### src/rtl/uart_tx_sched.sv
// Round-robin scheduler that shares one byte-wide UART transmitter between NUM_REQ requesters.
// Multi-byte packets hold the grant until their last byte; a watchdog recovers from a silent transmitter.
module uart_tx_sched #(
    parameter int NUM_REQ        = 4,
    parameter int TIMEOUT_CYCLES = 8192
) (
    input  logic                       sys_clk,
    input  logic                       sys_rst,
    input  logic [NUM_REQ-1:0]         req_valid,
    input  logic [NUM_REQ*8-1:0]       req_data,
    input  logic [NUM_REQ-1:0]         req_last,
    output logic [NUM_REQ-1:0]         req_ready,
    output logic [NUM_REQ-1:0]         req_done,
    output logic [7:0]                 uart_tx_data,
    output logic                       uart_tx_req,
    input  logic                       uart_tx_done,
    output logic [$clog2(NUM_REQ)-1:0] grant_id,
    output logic                       busy,
    output logic                       timeout_err
);

    localparam int              GW       = $clog2(NUM_REQ);
    localparam logic [15:0]     WD_LAST  = 16'(TIMEOUT_CYCLES - 1);
    localparam logic [GW-1:0]   LAST_RST = GW'(NUM_REQ - 1);

    typedef enum logic [1:0] {
        IDLE,
        SEND,
        WAIT_DONE
    } state_t;

    state_t             state_q, state_d;
    logic               lock_q, lock_d;
    logic               pkt_end_q, pkt_end_d;
    logic [GW-1:0]      last_q, last_d;
    logic [GW-1:0]      grant_q, grant_d;
    logic [7:0]         data_q, data_d;
    logic [15:0]        cnt_q, cnt_d;
    logic [NUM_REQ-1:0] ready_q, ready_d;
    logic [NUM_REQ-1:0] done_q, done_d;
    logic               txreq_q, txreq_d;
    logic               tout_q, tout_d;
    logic               busy_q, busy_d;

    logic [GW-1:0]      rr_sel, rr_idx, sel;
    logic               rr_hit, hit;

    // Scan downward from the farthest candidate so the nearest valid index after last_q wins.
    always_comb begin
        rr_hit = 1'b0;
        rr_sel = '0;
        rr_idx = '0;
        for (int k = NUM_REQ; k >= 1; k--) begin
            rr_idx = GW'((int'(last_q) + k) % NUM_REQ);
            if (req_valid[rr_idx]) begin
                rr_hit = 1'b1;
                rr_sel = rr_idx;
            end
        end
    end

    // While a packet is open only its owner may be granted, and it may be absent indefinitely.
    assign hit = lock_q ? req_valid[grant_q] : rr_hit;
    assign sel = lock_q ? grant_q : rr_sel;

    always_comb begin
        state_d   = state_q;
        lock_d    = lock_q;
        pkt_end_d = pkt_end_q;
        last_d    = last_q;
        grant_d   = grant_q;
        data_d    = data_q;
        cnt_d     = cnt_q;
        ready_d   = '0;
        done_d    = '0;
        txreq_d   = 1'b0;
        tout_d    = 1'b0;
        case (state_q)
            IDLE: begin
                if (hit) begin
                    grant_d      = sel;
                    data_d       = req_data[{sel, 3'b000} +: 8];
                    pkt_end_d    = req_last[sel];
                    ready_d[sel] = 1'b1;
                    txreq_d      = 1'b1;
                    state_d      = SEND;
                end
            end
            SEND: begin
                cnt_d   = '0;
                state_d = WAIT_DONE;
            end
            WAIT_DONE: begin
                cnt_d = cnt_q + 16'd1;
                if (uart_tx_done) begin
                    done_d[grant_q] = 1'b1;
                    lock_d          = ~pkt_end_q;
                    last_d          = grant_q;
                    state_d         = IDLE;
                end else if (cnt_q == WD_LAST) begin
                    tout_d  = 1'b1;
                    lock_d  = 1'b0;
                    last_d  = grant_q;
                    state_d = IDLE;
                end
            end
            default: state_d = IDLE;
        endcase
        busy_d = (state_d != IDLE);
    end

    always_ff @(posedge sys_clk or posedge sys_rst) begin
        if (sys_rst) begin
            state_q   <= IDLE;
            lock_q    <= 1'b0;
            pkt_end_q <= 1'b0;
            last_q    <= LAST_RST;
            grant_q   <= '0;
            data_q    <= '0;
            cnt_q     <= '0;
            ready_q   <= '0;
            done_q    <= '0;
            txreq_q   <= 1'b0;
            tout_q    <= 1'b0;
            busy_q    <= 1'b0;
        end else begin
            state_q   <= state_d;
            lock_q    <= lock_d;
            pkt_end_q <= pkt_end_d;
            last_q    <= last_d;
            grant_q   <= grant_d;
            data_q    <= data_d;
            cnt_q     <= cnt_d;
            ready_q   <= ready_d;
            done_q    <= done_d;
            txreq_q   <= txreq_d;
            tout_q    <= tout_d;
            busy_q    <= busy_d;
        end
    end

    assign req_ready    = ready_q;
    assign req_done     = done_q;
    assign uart_tx_data = data_q;
    assign uart_tx_req  = txreq_q;
    assign grant_id     = grant_q;
    assign busy         = busy_q;
    assign timeout_err  = tout_q;

endmodule

### config.mk
export PLATFORM = sky130hd
export DESIGN_NAME = uart_tx_sched
export DESIGN_NICKNAME = d
export VERILOG_FILES = /design/src/rtl/uart_tx_sched.sv
export SDC_FILE = /design/constraint.sdc
export NUM_CORES = 1
export LEC_CHECK = 0
export CORE_ASPECT_RATIO = 1.25
export CORE_MARGIN = 3
export CORE_UTILIZATION = 50
export DETAILED_ROUTE_END_ITERATION = 6
export DONT_BUFFER_PORTS = 1
export PLACE_DENSITY = 0.65
export SYNTH_ARGS = -nofsm -noshare
export SYNTH_HDL_FRONTEND = slang
export SYNTH_SLANG_ARGS = --single-unit
export TNS_END_PERCENT = 30
### constraint.sdc
create_clock -name sys_clk -period 4.7 [get_ports sys_clk]
set_input_delay 0.47 -clock sys_clk [delete_from_list [all_inputs] [get_ports sys_clk]]
set_output_delay 0.47 -clock sys_clk [all_outputs]
set_load 0.01 [all_outputs]
Word-level counts from Yosys, hierarchy flattened. Cells that the tools add are included. W data, S select, Z words.

Bitwise gates (word level): 1. Add/sub/neg operators: 5. Equal/unequal tests: 3. Reductions and logical operators: 8. $mul: 0. Divide/modulo/power cells: 0. Mux-type cells: 44. Shift-type cells: 1. $lt $le $gt $ge: 8.

Operators by type and width (number): $pmux W16 S2 (1); $shiftx A32 B6 Y8 (1); $mux W1 (20); $mux W2 (10); $lt A2 B3 Y1 const B (6); $add A16 B1 Y16 const B (1); $eq A16 B13 Y1 const B (1); $mux W4 (4); $bmux W1 S2 (6); $pmux W2 S3 (1); $reduce_bool A2 Y1 (3); $add A2 B1 Y2 const B (2); $add A2 B2 Y2 const B (2); $demux W1 S2 (2); $ge A2 B1 Y1 const B (2); $reduce_and A2 Y1 (2); $eq A2 B1 Y1 const B (1); $eq A2 B2 Y1 const B (1); $logic_and A1 B1 Y1 (2); $logic_not A2 Y1 (1); $not A1 Y1 (1).

Memory bits (read-only): 0. Output and inout bits: 21. Memories kept: 0. Register bits: 43. RAM bits: 0. Bits in latches: 0.

Longest topological paths before layout.
Depth in word-level cells: 14. Gate-level depth with buffers: 8. Mapped depth without buffers: 8.

Worst setup path before layout. No wires, ideal clock.

Path kind: input to register. Start point: input req_valid[3]. End point: register pkt_end_q. Required time: 4.626 ns. Setup time: 0.074 ns. Cell stages on the path: 7. Path slack: 2.886 ns. Arrival time: 1.741 ns. Buffers on the path: 1. Path through: inv_1 > a311o_1 > o22ai_1 > a31o_2 > buf_2 > mux2_2 > o21ai_2.

Longest elaborated chain between the ends: 9. Elaborated cells on any way between the ends: 23. Those cells by class: mux (22); reduce/logical (1).

RTL lines: from (decl) (line 9) `input logic [NUM_REQ-1:0] req_valid,`; $bmux W1 S2 (line 55) `if (req_valid[rr_idx]) begin`; $mux W1 (not written as such) (line 55); $mux W2 (4 in series) (line 55); $mux W2 (line 64) `assign sel = lock_q ? grant_q : rr_sel;`; $bmux W1 S2 (line 83) `pkt_end_d = req_last[sel];`; $mux W1 (not written as such) (line 83); to (signal assigned) (line 129) `pkt_end_q <= pkt_end_d;`; to (decl) (line 34) `logic pkt_end_q, pkt_end_d;`.

Parallel ways exist; a longest one is shown, timed or not. The select of a mux whose other input is x is not followed. A chain may end at the register's enable or synchronous reset.

Final worst setup path.
Start point: register grant_q[0], in the netlist grant_id[0]. End point: register grant_q[0], in the netlist grant_id[0].

Longest elaborated chain between the ends: 4. Elaborated cells on any way between the ends: 5. Those cells by class: mux (4); reduce/logical (1).

RTL lines: from (decl) (line 36) `logic [GW-1:0] grant_q, grant_d;`; from (signal assigned) (line 131) `grant_q <= grant_d;`; $bmux W1 S2 (line 63) `assign hit = lock_q ? req_valid[grant_q] : rr_hit;`; $mux W1 (not written as such) (line 63); $mux W1 (line 63); $reduce_and A2 Y1 (no source line).

Parallel ways exist; a longest one is shown, timed or not. The select of a mux whose other input is x is not followed.

==> flow_summary.ini <==
[cts]
h-tree-depth = 2
path_clk_slew_ns = 0.08
cts.path.max_buffers = 2
cts_buffers = 5
postCtsHoldBufs = 0
worstSkewPairLatency_ns = 0.29
cts_root_buf = clkbuf_8
cts_tree = done
cts_resized = 0
numClockSinks = 43
post-cts-setup-buffers = 0

[min_path]
min_path_type = input port to asynchronous set/reset pin

[routing]
viasPerCell = 5.57
postRouteAntennaNets = 0
drt_wl_total_um = 4260
wl_per_cell_um = 14.9
dr.pass1.iters = 4
drt_iter0_drc = 150
vias = 1594
drc = 0

[global_routing]
antenna_found_initial = 0
grt_pass1_wl_um = 7200
grt_pass1_vias = 1537
grt_max_degree = 44
overflow = 0
track_usage_pct = 17.1

[setup_path]
r2r-start = grant_id[0]
crit_path_top_delay_cell = nand2_1
crit_family = multiplexers
cp.required_ns = 4.88
critPathKind = flop to flop
crit_path_frequent_cell = nor2_1
cp-start-kind = flop
r2r_end = grant_id[0]
crit_path_max_incr_delay_ns = 0.68
reg2reg_setup_slack_ns = 2.21
cp_cell_sequence = mux4_1, nor2_1, nor2_1, nand2_1, mux2_2
cp_max_fo = 23
worstPathArrival_ns = 2.67
path_buf_inv = 0
end_kind = flop
r2r_cells = 5

[synth]
netlist_area_um2 = 2320
synth.most_common_cell = dfrtp_1
synthFlopType = dfrtp_1
synth_area_per_cell_um2 = 10.2
yosysSeqAreaShare_pct = 46.4
ys_ff_latch = 43
synth.area.top_cells = dfrtp_1 44%, mux2i_1 8.2%, mux2_2 5.8%, nand2_1 4.4%, o21ai_2 3.4%
yosysTopAreaCellShare_pct = 44.1
yosysTopAreaCell = dfrtp_1
ys_types = 38
synth_edf_count = 0
async_flop_share_pct = 100
yosys_warnings = 0
syn_inst = 228
synth_commonest_cells = 41 x dfrtp_1, 27 x nand2_1, 19 x mux2i_1, 19 x nor2_1
syn_nets = 276

[place]
hpwlAfterDp_um = 3070
globalplace.congestion = 0.753
numPortBuffers = 0
dpl_cell_area_um2 = 2340
dp_slack_ns = 2.18

[timing]
post-route-period-util_pct = 52.9
layout_setup_ws_ns = 2.21
rsz0062_at_grt = no
setup_violations = 0
finalMaxSlewViolations = 0
fin_skew_ns = 0.00670
min_period_ns = 2.49
max_clock_freq_ghz = 0.402
tightest_slew_ns = 0.940
hold_violations = 0
relSlewSlack_pct = 37.3
tns_ns = 0

[layout]
fin_util_pct = 55.1
fill_cells = 401
antenna_cells = 0
layout-drive-gt1-share_pct = 15.8
fin_area_um2 = 2460
area_delta_synth_final_pct = 5.71
final_nets = 275

[floorplan]
dieArea_um2 = 5510
num_rows = 27
coreArea_um2 = 4460
start_util_pct = 52.1
die_h_um = 82.2
io-pin-count = 64
fp.dieW_um = 67.0

[power]
finalPower_w = 0.00159
p_leak_nw = 1.09
power.density_nw_per_um2 = 648
peakVddDrop_mv = 0.424

[status]
status = complete, no violations

[flow_run]
maxCapViolCount = 0
==> sequential cells by signal, indices dropped and copies added (netlist names) <==
| name | cells |
|---|---|
| state_q | 2 |
| timeout_err | 1 |
| busy | 1 |
| grant_id | 2 |
| lock_q | 1 |
| req_ready | 4 |
| uart_tx_req | 1 |
| uart_tx_data | 8 |
| req_done | 4 |
| last_q | 2 |
| pkt_end_q | 1 |
| cnt_q | 16 |
==> metrics by stage <==
stage,cells,hold WS (ns)
6_report,286,0.174
2_1_floorplan,228,0.423
5_1_grt,286,0.222
4_1_cts,286,0.199
3_3_place_gp,278,0.446
3_5_place_dp,278,0.460
==> power breakdown <==
part           switching [W]  internal, W
Combinational       0.000377     0.000307
Clock               0.000127     0.000172
Sequential          0.000130     0.000480
==> how the worst max path moves through the flow <==
stage	startpoint	endpoint	slack, ns	cells after the start
2_1_floorplan	req_valid[3]	pkt_end_q	2.89	7
3_5_place_dp	grant_id[0]	grant_id[0]	2.18	5
4_1_cts	grant_id[0]	grant_id[0]	2.15	5
5_1_grt	grant_id[0]	grant_id[0]	2.01	5
6_report	grant_id[0]	grant_id[0]	2.21	5
3_3_place_gp	grant_id[0]	grant_id[0]	2.23	5
==> worst register-to-register path, cell delays in order (launching register included) <==
cell and delay [ns]:
dfrtp_1 0.52, mux4_1 0.59, nor2_1 0.10, nor2_1 0.09, nand2_1 0.68, mux2_2 0.41
==> per-layer routing <==
| metal | global-route usage [%] | wire [µm] |
|---|---|---|
| met2 | 27.2 | 2000 |
| met4 | 6.90 | 65 |
| met1 | 22.2 | 1870 |
| met5 | 0 | 0 |
| met3 | 4.60 | 325 |
==> logic make-up after synthesis <==
family / share of synthesized area (%)
simple gates: 16.3
flops: 46.4
compound gates: 12.1
mux: 15.1
buf+inv: 4.74
xor+xnor: 2.64
fa+ha+maj: 2.69
==> area by class of cell <==
type | instances | area [µm²] | share of cell area [%]
multi-input cells | 164 | 1140 | 46.2
flip-flops and latches | 43 | 1080 | 43.9
clock buffers | 6 | 82.6 | 3.36
well taps | 58 | 72.6 | 2.95
inverters | 12 | 45.0 | 1.83
clock inverters | 2 | 35.0 | 1.43
repair buffers | 1 | 7.51 | 0.305
==> placed cells by master (no fill, tap or decap), drive strengths merged, types with 2 or more instances in the layout <==
cell	synthesis	layout
clkbuf	4	6
nand4	3	3
o31ai	3	3
nor2	19	19
nor3b	2	2
nand3	10	10
dfstp	2	2
nand2b	2	2
clkinv	0	2
ha	5	5
o22ai	3	3
nor3	6	6
o21ai	17	17
and3	3	3
xnor2	2	2
xor2	5	5
nor2b	2	2
a21oi	10	10
inv	12	11
nand2	27	27
dfrtp	41	41
or3	4	4
mux2	12	12
mux2i	19	19
(Power assumes the default switching activity.)
